### src/rtl/mmu_join2_sync.sv
// mmu_join2_sync: clocked two-input 2-phase join with a 1-deep output token.
// Ports: clk, rst (sync, active-high); i_drive0/i_data0/o_free0 and
// i_drive1/i_data1/o_free1 are the input channels; o_driveNext/o_dataNext/
// i_freeNext are the merged output channel; o_err is a sticky protocol flag.
// Option: define MMU_JOIN_SYNC_EN to pass drive/free levels through
// 2-flop synchronisers (data stays unsynchronised, it is bundled).
module mmu_join2_sync #(
  parameter int W0 = 8,
  parameter int W1 = 8
) (
  input  logic             clk,
  input  logic             rst,
  input  logic             i_drive0,
  input  logic [W0-1:0]    i_data0,
  output logic             o_free0,
  input  logic             i_drive1,
  input  logic [W1-1:0]    i_data1,
  output logic             o_free1,
  output logic             o_driveNext,
  output logic [W0+W1-1:0] o_dataNext,
  input  logic             i_freeNext,
  output logic             o_err
);

  typedef enum logic {
    EMPTY = 1'b0,
    FULL  = 1'b1
  } state_t;

  logic d0;
  logic d1;
  logic fn;

`ifdef MMU_JOIN_SYNC_EN
  logic [1:0] sync0;
  logic [1:0] sync1;
  logic [1:0] syncf;

  always_ff @(posedge clk) begin
    if (rst) begin
      sync0 <= 2'b00;
      sync1 <= 2'b00;
      syncf <= 2'b00;
    end else begin
      sync0 <= {sync0[0], i_drive0};
      sync1 <= {sync1[0], i_drive1};
      syncf <= {syncf[0], i_freeNext};
    end
  end

  assign d0 = sync0[1];
  assign d1 = sync1[1];
  assign fn = syncf[1];
`else
  assign d0 = i_drive0;
  assign d1 = i_drive1;
  assign fn = i_freeNext;
`endif

  state_t state;
  state_t state_n;
  logic seen0;
  logic seen1;
  logic seen_free;
  logic prev0;
  logic prev1;

  logic seen0_n;
  logic seen1_n;
  logic seen_free_n;
  logic drive_n;
  logic free0_n;
  logic free1_n;
  logic [W0+W1-1:0] data_n;
  logic err_n;

  logic pend0;
  logic pend1;
  logic free_evt;
  logic fire;
  logic err_a;
  logic err_b;

  assign pend0    = d0 ^ seen0;
  assign pend1    = d1 ^ seen1;
  assign free_evt = fn ^ seen_free;
  assign fire     = pend0 & pend1 &
                    ((state == EMPTY) | free_evt);

  // A channel that was already pending last cycle must not move again
  // before it is acked.
  assign err_a = ((d0 != prev0) && (prev0 != seen0)) ||
                 ((d1 != prev1) && (prev1 != seen1));
  // A downstream ack with nothing outstanding.
  assign err_b = free_evt && (state == EMPTY);

  always_comb begin
    state_n     = state;
    seen0_n     = seen0;
    seen1_n     = seen1;
    seen_free_n = seen_free;
    drive_n     = o_driveNext;
    free0_n     = o_free0;
    free1_n     = o_free1;
    data_n      = o_dataNext;
    err_n       = o_err | err_a | err_b;

    unique case (state)
      EMPTY: begin
        if (fire) begin
          data_n  = {i_data1, i_data0};
          drive_n = ~o_driveNext;
          free0_n = ~o_free0;
          free1_n = ~o_free1;
          seen0_n = d0;
          seen1_n = d1;
          state_n = FULL;
        end
      end
      FULL: begin
        if (free_evt) begin
          seen_free_n = fn;
        end
        if (fire) begin
          // Ack absorbed and the next token issued on the same edge.
          data_n  = {i_data1, i_data0};
          drive_n = ~o_driveNext;
          free0_n = ~o_free0;
          free1_n = ~o_free1;
          seen0_n = d0;
          seen1_n = d1;
          state_n = FULL;
        end else if (free_evt) begin
          state_n = EMPTY;
        end
      end
      default: begin
        state_n = EMPTY;
      end
    endcase
  end

  always_ff @(posedge clk) begin
    if (rst) begin
      state       <= EMPTY;
      seen0       <= 1'b0;
      seen1       <= 1'b0;
      seen_free   <= 1'b0;
      prev0       <= 1'b0;
      prev1       <= 1'b0;
      o_driveNext <= 1'b0;
      o_free0     <= 1'b0;
      o_free1     <= 1'b0;
      o_dataNext  <= '0;
      o_err       <= 1'b0;
    end else begin
      state       <= state_n;
      seen0       <= seen0_n;
      seen1       <= seen1_n;
      seen_free   <= seen_free_n;
      prev0       <= d0;
      prev1       <= d1;
      o_driveNext <= drive_n;
      o_free0     <= free0_n;
      o_free1     <= free1_n;
      o_dataNext  <= data_n;
      o_err       <= err_n;
    end
  end

endmodule

### config.mk
export PLATFORM = sky130hd
export DESIGN_NAME = mmu_join2_sync
export DESIGN_NICKNAME = d
export VERILOG_FILES = /design/src/rtl/mmu_join2_sync.sv
export SDC_FILE = /design/constraint.sdc
export NUM_CORES = 1
export LEC_CHECK = 0
export CELL_PAD_IN_SITES_DETAIL_PLACEMENT = 0
export CELL_PAD_IN_SITES_GLOBAL_PLACEMENT = 1
export CORE_MARGIN = 2
export CORE_UTILIZATION = 28
export CTS_BUF_LIST = sky130_fd_sc_hd__clkbuf_8
export CTS_CLUSTER_DIAMETER = 120
export DETAILED_ROUTE_END_ITERATION = 10
export PLACE_DENSITY_LB_ADDON = 0.1
export SYNTH_ARGS = -nofsm -noshare
export SYNTH_HDL_FRONTEND = slang
export SYNTH_SLANG_ARGS = --single-unit
### constraint.sdc
create_clock -name clk -period 1.6 [get_ports clk]
set_input_delay 0.24 -clock clk [delete_from_list [all_inputs] [get_ports clk]]
set_output_delay 0.24 -clock clk [all_outputs]
set_load 0.01 [all_outputs]
==> parameters.txt, run 1 <==
Parameter                              Value

Run status
  Run status    complete, no violations

Yosys
  Number of distinct library cells after synthesis    17
  Post-synth top flop    sky130_fd_sc_hd__dfxtp_1
  Flip-flop and latch count after synthesis    26
  Library cell with the highest instance count after synthesis    sky130_fd_sc_hd__nand2b_1
  Synthesis warning total    0
  Proportion of synthesized chip area in sequential cells    between 40% and 50%
  Post-synth top cells    sky130_fd_sc_hd__nand2b_1 (32), sky130_fd_sc_hd__dfxtp_1 (26), sky130_fd_sc_hd__mux2i_1 (17)
  Synth async-reset ratio    0%
  Top post-synthesis cells by area    sky130_fd_sc_hd__dfxtp_1 (45%), sky130_fd_sc_hd__nand2b_1 (17%), sky130_fd_sc_hd__mux2i_1 (15%)
  Mean cell area of the mapped netlist    10.28 um2
  Net Count, Synth    134
  Number of synthesized flops with an enable pin    0
  Total standard cell area after synthesis    roughly 1200 um2
  Area leader, netlist    sky130_fd_sc_hd__dfxtp_1
  Fraction of synthesized cell area taken by the top area cell type    44.83%
  Number of standard cells after synthesis    113

Place
  HPWL after detailed placement    around 1600 um
  Number of I/O port buffers    40
  Placer's final routability congestion estimate    0.6216
  Worst slack at placement    -0.1629 ns

Detailed routing
  Remaining number of nets flagged by the antenna check after routing    0
  Wirelength per Cell    11.03 um
  Via count normalized by instance count    4.258
  Via count    890
  Remaining design rule violation count    0
  First drt pass iteration count    4
  Drt total wl    about 2300 um
  Initial DRC count    34

STA
  Fin Hold WS    0.4757 ns
  RSZ-0062 raised after global routing    no
  Relative slew slack    between 80 and 90%
  Setup Total Neg Slack    0 ns
  Tightest Pin Transition    ~0.29 ns
  Final setup viols    0
  Post-route worst setup slack    0.1329 ns
  Final Cycle Share    91.69%
  Max Clk Rate    roughly 0.68 GHz
  Final slew viol count    0
  Worst setup skew after layout    0.003215 ns
  Min Tclk post-route    1.467 ns
  Final count of hold timing violations    0

GRT
  Vias in the first global route    873
  Antenna violations before repair    0
  Overall overflow remaining after global route    0
  Global-route wire length before repair    3877 um
  Overall Global Routing Usage    10.91%
  Pin count of the biggest net entering global routing    46

Critical path
  Data arrival, critical path    1.63 ns
  Critical Path Fanout Max    5
  Type of the worst setup path    primary input to flip-flop
  Crit path required time    1.76 ns
  Kind of start point of the critical path    primary input
  CP Capture Type    flip-flop

Floorplan
  Die area    4678 um2
  X dimension of the die    68.40 um
  Starting density of the core    29.03%
  Ports    41
  Standard-cell rows    23
  Floorplan Core Area    4000 um2
  Die span in y    between 60 and 70 um

Power
  Final total power    0.001599 W
  Power density normalized to cell area    between 900 and 1000 nW/um2
  Leakage component of the power    0.6699 nW
  Max IR drop VDD    0.3711 mV

CTS
  Clock buffer count from CTS    3
  # H-tree levels    1
  Setup Buffers After CTS    0
  TritonCTS clock tree    yes
  Maximum clock insertion buffer count    2
  Post-CTS sizing    0
  Clock latency at the later pin of the worst-skew pair    between 0.2 and 0.3 ns
  Clock slew at reported path FFs    0.09 ns
  Hold buffer count at cts    0
  Root cell of the clock tree    sky130_fd_sc_hd__clkbuf_8
  # clock sinks    26

Final layout
  Fraction of layout instances using a drive strength above 1    11.32%
  Diodes inserted    0
  Utilization of the core after routing    approximately 43%
  Net count, final    181
  Area added between synthesis and finish    48.28%

Hold path
  Tightest Hold Check Type    flip-flop to flip-flop

Run
  Max-capacitance violation count    0
-- flip-flops by register name, indices dropped and copies added, names as in the netlist --
name         cells
prev1            1
seen1            1
o_err            1
prev0            1
state            1
seen_free        1
o_free1          1
o_driveNext      1
seen0            1
o_free0          1
o_dataNext      16
-- cells by family (layout without fill, tap and decap cells) --
kind of cell           Yosys count  in the layout  synth area share (%)
multiplexers                    22             22                 19.50
AND/OR/NAND/NOR                 48             48                 24.57
AO/OA/AOI/OAI                    6              6                 4.203
buffers and inverters            8             54                 4.633
flip-flops                      26             26                 44.83
XOR/XNOR                         3              3                 2.263
-- per-layer routing --
layer	wire (um)	GRT usage (%)	vias to the layer above
li1	-	-	459
met1	1074	14.16	409
met3	128	2.632	2
met5	0	0	-
met4	19	4.500	0
met2	1083	17.19	20
-- cells in the final DEF, fill, tap and decap left out, types with 2 or more instances in the layout --
cell type and instances:
sky130_fd_sc_hd__a221oi_1 2, sky130_fd_sc_hd__buf_12 2, sky130_fd_sc_hd__buf_4 7, sky130_fd_sc_hd__clkbuf_8 4
sky130_fd_sc_hd__clkdlybuf4s50_1 40, sky130_fd_sc_hd__dfxtp_1 26, sky130_fd_sc_hd__mux2_2 5, sky130_fd_sc_hd__mux2i_1 17
sky130_fd_sc_hd__nand2b_1 32, sky130_fd_sc_hd__nor2_1 7, sky130_fd_sc_hd__nor2b_1 8, sky130_fd_sc_hd__xor2_1 3
-- critical path, cell delays in order --
cell and delay (ns):
sky130_fd_sc_hd__clkdlybuf4s50_1 0.50, sky130_fd_sc_hd__xor2_1 0.22, sky130_fd_sc_hd__o211a_1 0.31, sky130_fd_sc_hd__mux2_2 0.36
-- report_power, final --
group,switching [W],internal [W]
Sequential,0.0000395,0.000713
Combinational,0.000155,0.000269
Clock,0.000202,0.000220
-- final cells by class --
type,count,area (um2)
clock buffers,4,55.05
fillers,397,2278
inverters,1,3.754
multi-input cells,79,586.8
flip-flops and latches,26,520.5
well taps,50,62.56
repair buffers,49,493.0
-- stage by stage --
step | instances | cell area [um2]
2_1_floorplan | 113 | 1161
3_3_place_gp | 205 | 1667
3_5_place_dp | 205 | 1667
4_1_cts | 209 | 1722
5_1_grt | 209 | 1722
6_report | 209 | 1722
-- worst paths after layout --
path | start | to | slack (ns) | cells past startpoint
worst max register to register | seen1 | o_free1 | 0.21 | 3
worst min-delay path | o_dataNext[8] | o_dataNext[8] | 0.48 | 2
worst min register to register | o_dataNext[8] | o_dataNext[8] | 0.48 | 2
worst max-delay path | i_freeNext | o_free1 | 0.13 | 4
No activity file was read; power rests on OpenSTA's default activity.
==> run 2, diff against run 1 <==
- CAP_MARGIN: not set -> 5
==> results of run 2 <==
No change in the layout: final DEF, timing and power equal those of run 1.
